$ cat src/rtl/serial_subtractor_ctrl_pkg.sv
// rtl/serial_subtractor_ctrl_pkg.sv - shared FSM encoding for the bit-serial subtractor
package serial_subtractor_ctrl_pkg;

  // Controller states: waiting for start, stepping bits, presenting result
  typedef enum logic [1:0] {
    S_IDLE = 2'd0,
    S_RUN  = 2'd1,
    S_DONE = 2'd2
  } state_e;

endpackage

$ cat src/rtl/serial_subtractor_ctrl_full_subtractor.sv
// rtl/serial_subtractor_ctrl_full_subtractor.sv - 1-bit full subtractor cell (a - b - c)
module full_subtractor (
  input  logic a,
  input  logic b,
  input  logic c,
  output logic borrow,
  output logic diff
);

  // Borrow when b exceeds a, or when a equals b and a borrow is pending
  always_comb begin
    diff   = a ^ b ^ c;
    borrow = (~a & b) | (~(a ^ b) & c);
  end

endmodule

$ cat src/rtl/serial_subtractor_ctrl.sv
// rtl/serial_subtractor_ctrl.sv - bit-serial WIDTH-bit subtractor controller, LSB first
module serial_subtractor_ctrl
  import serial_subtractor_ctrl_pkg::*;
#(
  parameter int WIDTH = 8
) (
  input  logic             clk,
  input  logic             rst_n,
  input  logic             start,
  input  logic             abort,
  input  logic [WIDTH-1:0] a,
  input  logic [WIDTH-1:0] b,
  input  logic             bin,
  output logic             busy,
  output logic             done,
  output logic [WIDTH-1:0] diff,
  output logic             bout
);

  localparam int CW = $clog2(WIDTH);
  localparam logic [CW-1:0] LAST = CW'(WIDTH - 1);

  state_e           state_q;
  logic [CW-1:0]    cnt_q;
  logic [WIDTH-1:0] a_sh_q, b_sh_q, d_sh_q;
  logic [WIDTH-1:0] a_sh_d, b_sh_d, d_sh_d;
  logic             brw_q;
  logic             busy_q, done_q, bout_q;
  logic [WIDTH-1:0] diff_q;
  logic             cell_borrow, cell_diff;

  full_subtractor u_cell (
    .a      (a_sh_q[0]),
    .b      (b_sh_q[0]),
    .c      (brw_q),
    .borrow (cell_borrow),
    .diff   (cell_diff)
  );

  // Next values of the working shift registers for one bit step
  always_comb begin
    a_sh_d = a_sh_q >> 1;
    b_sh_d = b_sh_q >> 1;
    d_sh_d = WIDTH'({cell_diff, d_sh_q} >> 1);
  end

  // Controller FSM with registered handshake and result outputs
  always_ff @(posedge clk or negedge rst_n) begin
    if (!rst_n) begin
      state_q <= S_IDLE;
      cnt_q   <= '0;
      a_sh_q  <= '0;
      b_sh_q  <= '0;
      d_sh_q  <= '0;
      brw_q   <= 1'b0;
      busy_q  <= 1'b0;
      done_q  <= 1'b0;
      diff_q  <= '0;
      bout_q  <= 1'b0;
    end else begin
      done_q <= 1'b0;
      case (state_q)
        S_IDLE: begin
          if (start) begin
            a_sh_q  <= a;
            b_sh_q  <= b;
            brw_q   <= bin;
            d_sh_q  <= '0;
            cnt_q   <= '0;
            busy_q  <= 1'b1;
            state_q <= S_RUN;
          end
        end
        S_RUN: begin
          if (abort) begin
            // Abandon the operation; the previous result stays on diff/bout
            busy_q  <= 1'b0;
            state_q <= S_IDLE;
          end else begin
            a_sh_q <= a_sh_d;
            b_sh_q <= b_sh_d;
            d_sh_q <= d_sh_d;
            brw_q  <= cell_borrow;
            cnt_q  <= cnt_q + CW'(1);
            if (cnt_q == LAST) begin
              diff_q  <= d_sh_d;
              bout_q  <= cell_borrow;
              done_q  <= 1'b1;
              state_q <= S_DONE;
            end
          end
        end
        S_DONE: begin
          busy_q  <= 1'b0;
          state_q <= S_IDLE;
        end
        default: begin
          busy_q  <= 1'b0;
          state_q <= S_IDLE;
        end
      endcase
    end
  end

  assign busy = busy_q;
  assign done = done_q;
  assign diff = diff_q;
  assign bout = bout_q;

endmodule

$ cat config.mk
export PLATFORM = sky130hd
export DESIGN_NAME = serial_subtractor_ctrl
export DESIGN_NICKNAME = d
export VERILOG_FILES = /design/src/rtl/serial_subtractor_ctrl_pkg.sv /design/src/rtl/serial_subtractor_ctrl_full_subtractor.sv /design/src/rtl/serial_subtractor_ctrl.sv
export SDC_FILE = /design/constraint.sdc
export NUM_CORES = 1
export LEC_CHECK = 0
export BUFFER_PORTS_ARGS = -buffer_cell sky130_fd_sc_hd__buf_2
export CAP_MARGIN = 20
export CORE_AREA = 2 2 61 63
export CTS_CLUSTER_SIZE = 8
export DETAILED_ROUTE_END_ITERATION = 8
export DIE_AREA = 0 0 63 65
export PLACE_DENSITY = 0.88
export SYNTH_ARGS = -nofsm -noshare
export SYNTH_HDL_FRONTEND = slang
export SYNTH_SLANG_ARGS = --single-unit
$ cat constraint.sdc
create_clock -name clk -period 2.1 [get_ports clk]
set_input_delay 0.105 -clock clk [delete_from_list [all_inputs] [get_ports clk]]
set_output_delay 0.105 -clock clk [all_outputs]
set_load 0.01 [all_outputs]
==> results of run 1 <==
[worst paths after layout]
path	start	to	slack (ns)	depth (start not counted)
worst max-delay path	state_q[1]	b_sh_q[4]	0.43	4
worst min-delay path	b[0]	b_sh_q[0]	0.06	3
worst max register to register	state_q[1]	b_sh_q[4]	0.43	4
worst min register to register	cnt_q[0]	cnt_q[0]	0.49	1
max in group asynchronous	rst_n	a_sh_q[2]	1.18	2
min in group asynchronous	rst_n	diff[2]	0.39	2
[layout make-up]
class | count | area share, %
clock inverter | 3 | 2.200
tap | 48 | 2.854
inverter | 6 | 1.070
clock buffer | 5 | 1.784
timing repair buffer | 35 | 8.918
multi-input combinational | 78 | 35.61
sequential | 40 | 47.56
[Yosys cell counts]
master | count | area (um2)
inv_1 | 6 | 22.52
mux2i_1 | 7 | 70.07
mux2_2 | 13 | 146.4
nor2_1 | 2 | 7.510
o21a_1 | 1 | 7.510
mux2_1 | 15 | 168.9
buf_6 | 4 | 45.04
nor2b_1 | 4 | 25.02
a21oi_1 | 4 | 20.02
fa_1 | 1 | 20.02
ha_1 | 2 | 25.02
a21oi_4 | 1 | 16.27
o21ai_0 | 2 | 10.01
nand2b_1 | 2 | 12.51
a21o_1 | 2 | 15.01
nor3b_4 | 1 | 18.77
and2_1 | 2 | 12.51
nand2_1 | 6 | 22.52
dfrtp_1 | 40 | 1001
mux2_4 | 6 | 90.09
a22o_1 | 7 | 61.31
buf_4 | 1 | 7.510
[routing by layer]
| layer | vias up | share of wire, % | global-route usage, % |
|---|---|---|---|
| met5 | - | 0 | 0 |
| li1 | 524 | - | - |
| met2 | 27 | 52 | 30.98 |
| met1 | 529 | 43 | 17.94 |
| met4 | 0 | 0.62 | 5.000 |
| met3 | 3 | 4.1 | 4.167 |
[cell families after synthesis]
kind of cell / Yosys count / share of synthesized area, %
multiplexers: 41 / 26.05
flip-flops: 40 / 54.83
AO/OA/AOI/OAI: 17 / 7.128
AND/OR/NAND/NOR: 17 / 5.414
buffers and inverters: 11 / 4.112
adder cells (fa/ha/maj): 3 / 2.467
[through the flow]
stage	total power [W]	std cells	utilization [%]	instance area (um2)	hold slack [ns]
after floorplan	0.001635	129	-	1826	-0.1906
after global placement	0.001759	206	57.52	2011	0.2443
after detailed placement	0.001818	206	57.52	2011	0.2726
after CTS	0.002339	215	60.20	2105	0.05865
after global routing	0.002469	215	60.20	2105	0.07213
final	0.002307	215	60.20	2105	0.05594
[worst reg2reg max path, stage by stage (launching register included)]
cell	delay [ns]
dfrtp_1	0.52
nor2b_1	0.15
buf_4	0.28
mux2_1	0.36
mux2_2	0.27
[power breakdown]
| part | internal [W] | total [W] | switching, W |
|---|---|---|---|
| clock | 0.000254 | 0.000519 | 0.000265 |
| sequential | 0.000997 | 0.00113 | 0.000133 |
| combinational | 0.000377 | 0.000658 | 0.000281 |
| total | 0.00163 | 0.00231 | 0.000679 |
[registers in the layout (all words and copies together) (netlist names)]
register,count
state_q,2
cnt_q,3
brw_q,1
d_sh_q,7
busy,1
bout,1
b_sh_q,8
diff,8
a_sh_q,8
done,1
==> results.toml, run 1 <==
[floorplan]
die_y_um = 65
rows = 22
dieArea_um2 = 4095
die_width_um = 63
core_um2 = 3496
start_util_pct = 52.22
ioPinCount = 32

[synthesis]
synth_nets = 153
ys_warn_count = 0
synth_cell_type_count = 22
netlist_instances = 129
seq_area_frac_synth_pct = 54.83
netlist_area_um2 = 1826
syn_avg_cell_area_um2 = 14.15
synth_seq_cells = 40

[run_status]
status = "completed"

[setup_path]
worstSetupEndpointType = "register"
crit_buf_inv = 1
cp_cell_sequence = "nor2b_1 -> buf_4 -> mux2_1 -> mux2_2"
critPathKind = "register to register"
crit_slowest_cell = "dfrtp_1"
crit_fanout = 17
critPathTopFamily = "multiplexers"
start_kind = "register"
crit_arrival_ns = 1.91
cpPeakStageDelay_ns = 0.52
required_ns = 2.33

[grt]
track_usage_pct = 16.39
antenna_found_initial = 0
grt_max_degree = 41
grt_pass1_vias = 1197
globalRouteOverflowTotal = 0
grt_pass1_wl_um = 5202

[clocking]
path_clk_slew_ns = 0.12
cts_buffers = 5
cts_sinks = 40
cts_setup_buffers = 0
cts_tree = "done"
cts_resized = 0
insertion_delay_ns = 0.35
hold_buffers = 1
clock_path_buffers = 2
ctsRootBufferMaster = "clkbuf_4"
htreeDepth = 2

[sta]
fin_ws_ns = 0.4268
fin_crit_sh_pct = 79.68
timing.slew.headroom_pct = 44.20
fmax_mhz = 597.7
rsz0062_at_grt = "false"
finalSetupViolCount = 0
tightest_slew_ns = 0.8370
hold_viol_final = 0
setup_tns_ns = 0
clock_skew_ns = 0.01295
layout_min_cycle_time_ns = 1.673
maxSlewViolCount = 0

[final_layout]
multiInputGateArea_um2 = 749.5
fillers = 297
insertedDiodeCount = 0
synthToLayoutAreaGrowth_pct = 15.28
final_common_cell = "dfrtp_1"
regArea_um2 = 1001
finalNetCount = 190
layout_common_cells = "dfrtp_1 (40), buf_2 (31), mux2_1 (15), mux2_2 (13)"
layout-drive-gt1-share_pct = 37.72

[routing]
ant_nets = 0
via_per_inst = 5.037
drc_errors = 0
vias = 1083
routed_wl_um = 2926
dr.pass1.iters = 4
wl_per_cell_um = 13.61
drt-initial-drc-count = 42

[run]
cap_violations = 0

[placement]
globalplace.congestion = 0.7746
hpwl_um = 2138
place_ws_ns = 0.4247
io_buffers = 31

[power]
power_leakage_nw = 1.069
pwr_density_cell_nw_per_um2 = 1096
ir_worst_vdd_uv = 574.2

[worst_hold_path]
worst_hold_path_type = "primary input to register"
Note: power is estimated with default switching activity, not from simulation.
==> run 2: changes to the inputs <==
Settings changed: ABC_AREA set to 1, CORE_AREA 2 2 61 63 to 2 2 65 67, DIE_AREA 0 0 63 65 to 0 0 67 69, PLACE_DENSITY 0.88 to 0.83.
Clock period 2.1 ns to 1.4 ns, I/O delays scaled along.
==> run 2 against run 1 <==
Count of clock-buffer cells in the layout is 3 higher; area after synthesis grew 2.0%; sequential share of layout area is 2.9 points lower; critical path type unchanged; largest power group unchanged.
==> results.toml, run 2 <==
[sta]
rsz0062_at_grt = "false"
tightest_slew_ns = 0.4317
layout_min_cycle_time_ns = 1.290
fin_ws_ns = 0.1101
timing.slew.headroom_pct = 71.22
hold_viol_final = 0
maxSlewViolCount = 0
clock_skew_ns = 0.004989
fmax_mhz = 775.3
setup_tns_ns = 0
finalSetupViolCount = 0
fin_crit_sh_pct = 92.13

[floorplan]
die_y_um = 69
rows = 23
dieArea_um2 = 4623
ioPinCount = 32
core_um2 = 3914
die_width_um = 67
start_util_pct = 47.57

[synthesis]
synth_flop_cell = "dfrtp_1"
netlist_area_um2 = 1862
async_flop_share_pct = 100.0
synth_nets = 258
synth_top_cell_by_area = "dfrtp_1"
synth_cell_type_count = 16
synth.most_common_cell = "nand2_1"
synth-edff-count = 0
ys_warn_count = 0
yosysTopAreaCellShare_pct = 53.76
synthTopCellsByArea = "dfrtp_1 (54%), nand2_1 (23%), nand3_1 (11%), buf_4 (2.0%), inv_1 (1.8%)"
synthTopCellsByCount = "nand2_1 (115), nand3_1 (42), dfrtp_1 (40), inv_1 (9), buf_2 (6)"
syn_avg_cell_area_um2 = 7.956
netlist_instances = 234
seq_area_frac_synth_pct = 53.76
synth_seq_cells = 40

[clocking]
htreeDepth = 2
cts_sinks = 40
insertion_delay_ns = 0.29
cts_buffers = 5
clock_path_buffers = 2
ctsRootBufferMaster = "clkbuf_8"
cts_tree = "done"
path_clk_slew_ns = 0.07

[setup_path]
crit_arrival_ns = 1.52
required_ns = 1.63
crit_buf_inv = 2
r2r_slack_ns = 0.11
cp_cell_sequence = "ha_1 -> ha_1 -> inv_1 -> nor2_1 -> nand2_2 -> buf_4 -> nand2_1 -> nand2_1"
critPathKind = "register to register"
worstReg2RegEnd = "diff[5]"
rr_startpoint = "cnt_q[0]"
cpPeakStageDelay_ns = 0.40
reg2reg_depth = 8
critPathTopFamily = "flip-flops"
crit_slowest_cell = "dfrtp_1"
crit_fanout = 4
start_kind = "register"
worstSetupEndpointType = "register"

[run_status]
status = "completed"

[placement]
io_buffers = 31
placed_cell_area_um2 = 2121
globalplace.congestion = 0.8061
place_ws_ns = 0.07134
hpwl_um = 2755

[routing]
dr.pass1.iters = 4
routed_wl_um = 3979
wl_per_cell_um = 12.28
drc_errors = 0
via_per_inst = 5.056
drt-initial-drc-count = 109
vias = 1638
ant_nets = 0

[final_layout]
final_cell_area_um2 = 2245
insertedDiodeCount = 0
fin_util_pct = 57.35
layout-drive-gt1-share_pct = 20.44
synthToLayoutAreaGrowth_pct = 20.56
final_common_cell = "nand2_1"
finalNetCount = 297
layout_common_cells = "nand2_1 (114), nand3_1 (42), dfrtp_1 (39), buf_2 (31), inv_1 (9)"
fillers = 353

[power]
comb_power_share_pct = 23.9
pwr_density_cell_nw_per_um2 = 1350
power.internal_w = 0.002086
total_power_w = 0.003031
seq_power_share_pct = 50.4
power_leakage_nw = 1.339
p_switching_w = 0.0009452
clkPwrFrac_pct = 25.7
swShare_pct = 31.18
ir_worst_vdd_uv = 567.5

[worst_hold_path]
min_path_cells = 5
worst_hold_path_type = "primary input to register"
holdPathEnd = "b_sh_q[4]"
min_from = "b[4]"

[grt]
grt_pass1_vias = 1640
track_usage_pct = 19.43
globalRouteOverflowTotal = 0
grt_max_degree = 31
antenna_found_initial = 0
grt_pass1_wl_um = 6962

[run]
cap_violations = 0
[run 2: cell types whose count changed after synthesis, moves of 6 or more]
cell,change
a22o_1,-7
buf_2,+6
mux2_1,-15
mux2_2,-13
mux2_4,-6
mux2i_1,-7
nand2_1,+109
nand3_1,+42
[run 2: power groups by stage]
stage | clock [W] | sequential (W) | combinational, W
2_1_floorplan | 0 | 0.00151 | 0.000517
3_5_place_dp | 0 | 0.00155 | 0.000720
3_3_place_gp | 0 | 0.00154 | 0.000694
6_report | 0.000780 | 0.00153 | 0.000725
5_1_grt | 0.000844 | 0.00155 | 0.000835
4_1_cts | 0.000794 | 0.00153 | 0.000731
[run 2: worst max-delay path by stage]
stage | slack [ns] | cells after the start | endpoint | from
2_1_floorplan | 0.12 | 8 | diff[0] | cnt_q[0]
3_3_place_gp | 0.11 | 6 | a_sh_q[0] | state_q[0]
3_5_place_dp | 0.07 | 8 | diff[2] | cnt_q[0]
4_1_cts | 0.06 | 8 | diff[5] | cnt_q[0]
5_1_grt | 0.005 | 8 | diff[2] | cnt_q[0]
6_report | 0.11 | 8 | diff[5] | cnt_q[0]
[run 2: layer usage]
metal	share of wire [%]	global-route usage [%]
met2	48	31.46
met5	0	0
met4	1.8	7.710
met3	5.8	5.057
met1	45	24.43
[run 2: cell families after synthesis]
family / Yosys count / synth area share, %
flip-flops: 40 / 53.76
AO/OA/AOI/OAI: 2 / 0.7391
adder cells (fa/ha/maj): 3 / 2.419
buffers and inverters: 25 / 6.451
AND/OR/NAND/NOR: 164 / 36.63
[run 2: area by class of cell]
type,count,area (um2),area share [%]
repair buffers,44,297.8,13.27
inverters,13,48.80,2.174
clock buffers,8,90.09,4.013
well taps,50,62.56,2.787
flip-flops and latches,40,1002,44.65
multi-input cells,169,743.2,33.11
[run 2: what timing repair did]
action                                  in CTS  in global routing
setup buffers                                0                  0
endpoints found under the setup margin       0                 20
hold endpoints to repair                    18                  0
hold buffers                                 3                  0
resized for setup                            0                  2
[run 2: stage by stage]
step	std cells	hold slack, ns
6_report	324	0.05778
2_1_floorplan	234	-0.2256
3_3_place_gp	313	0.02931
4_1_cts	324	0.05166
5_1_grt	324	0.07596
3_5_place_dp	313	0.03360
[run 2: tightest hold or removal path, delay by kind of cell]
kind / cells / cell delay, ns
buffers and inverters: 1 / 0.08
AND/OR/NAND/NOR: 4 / 0.17
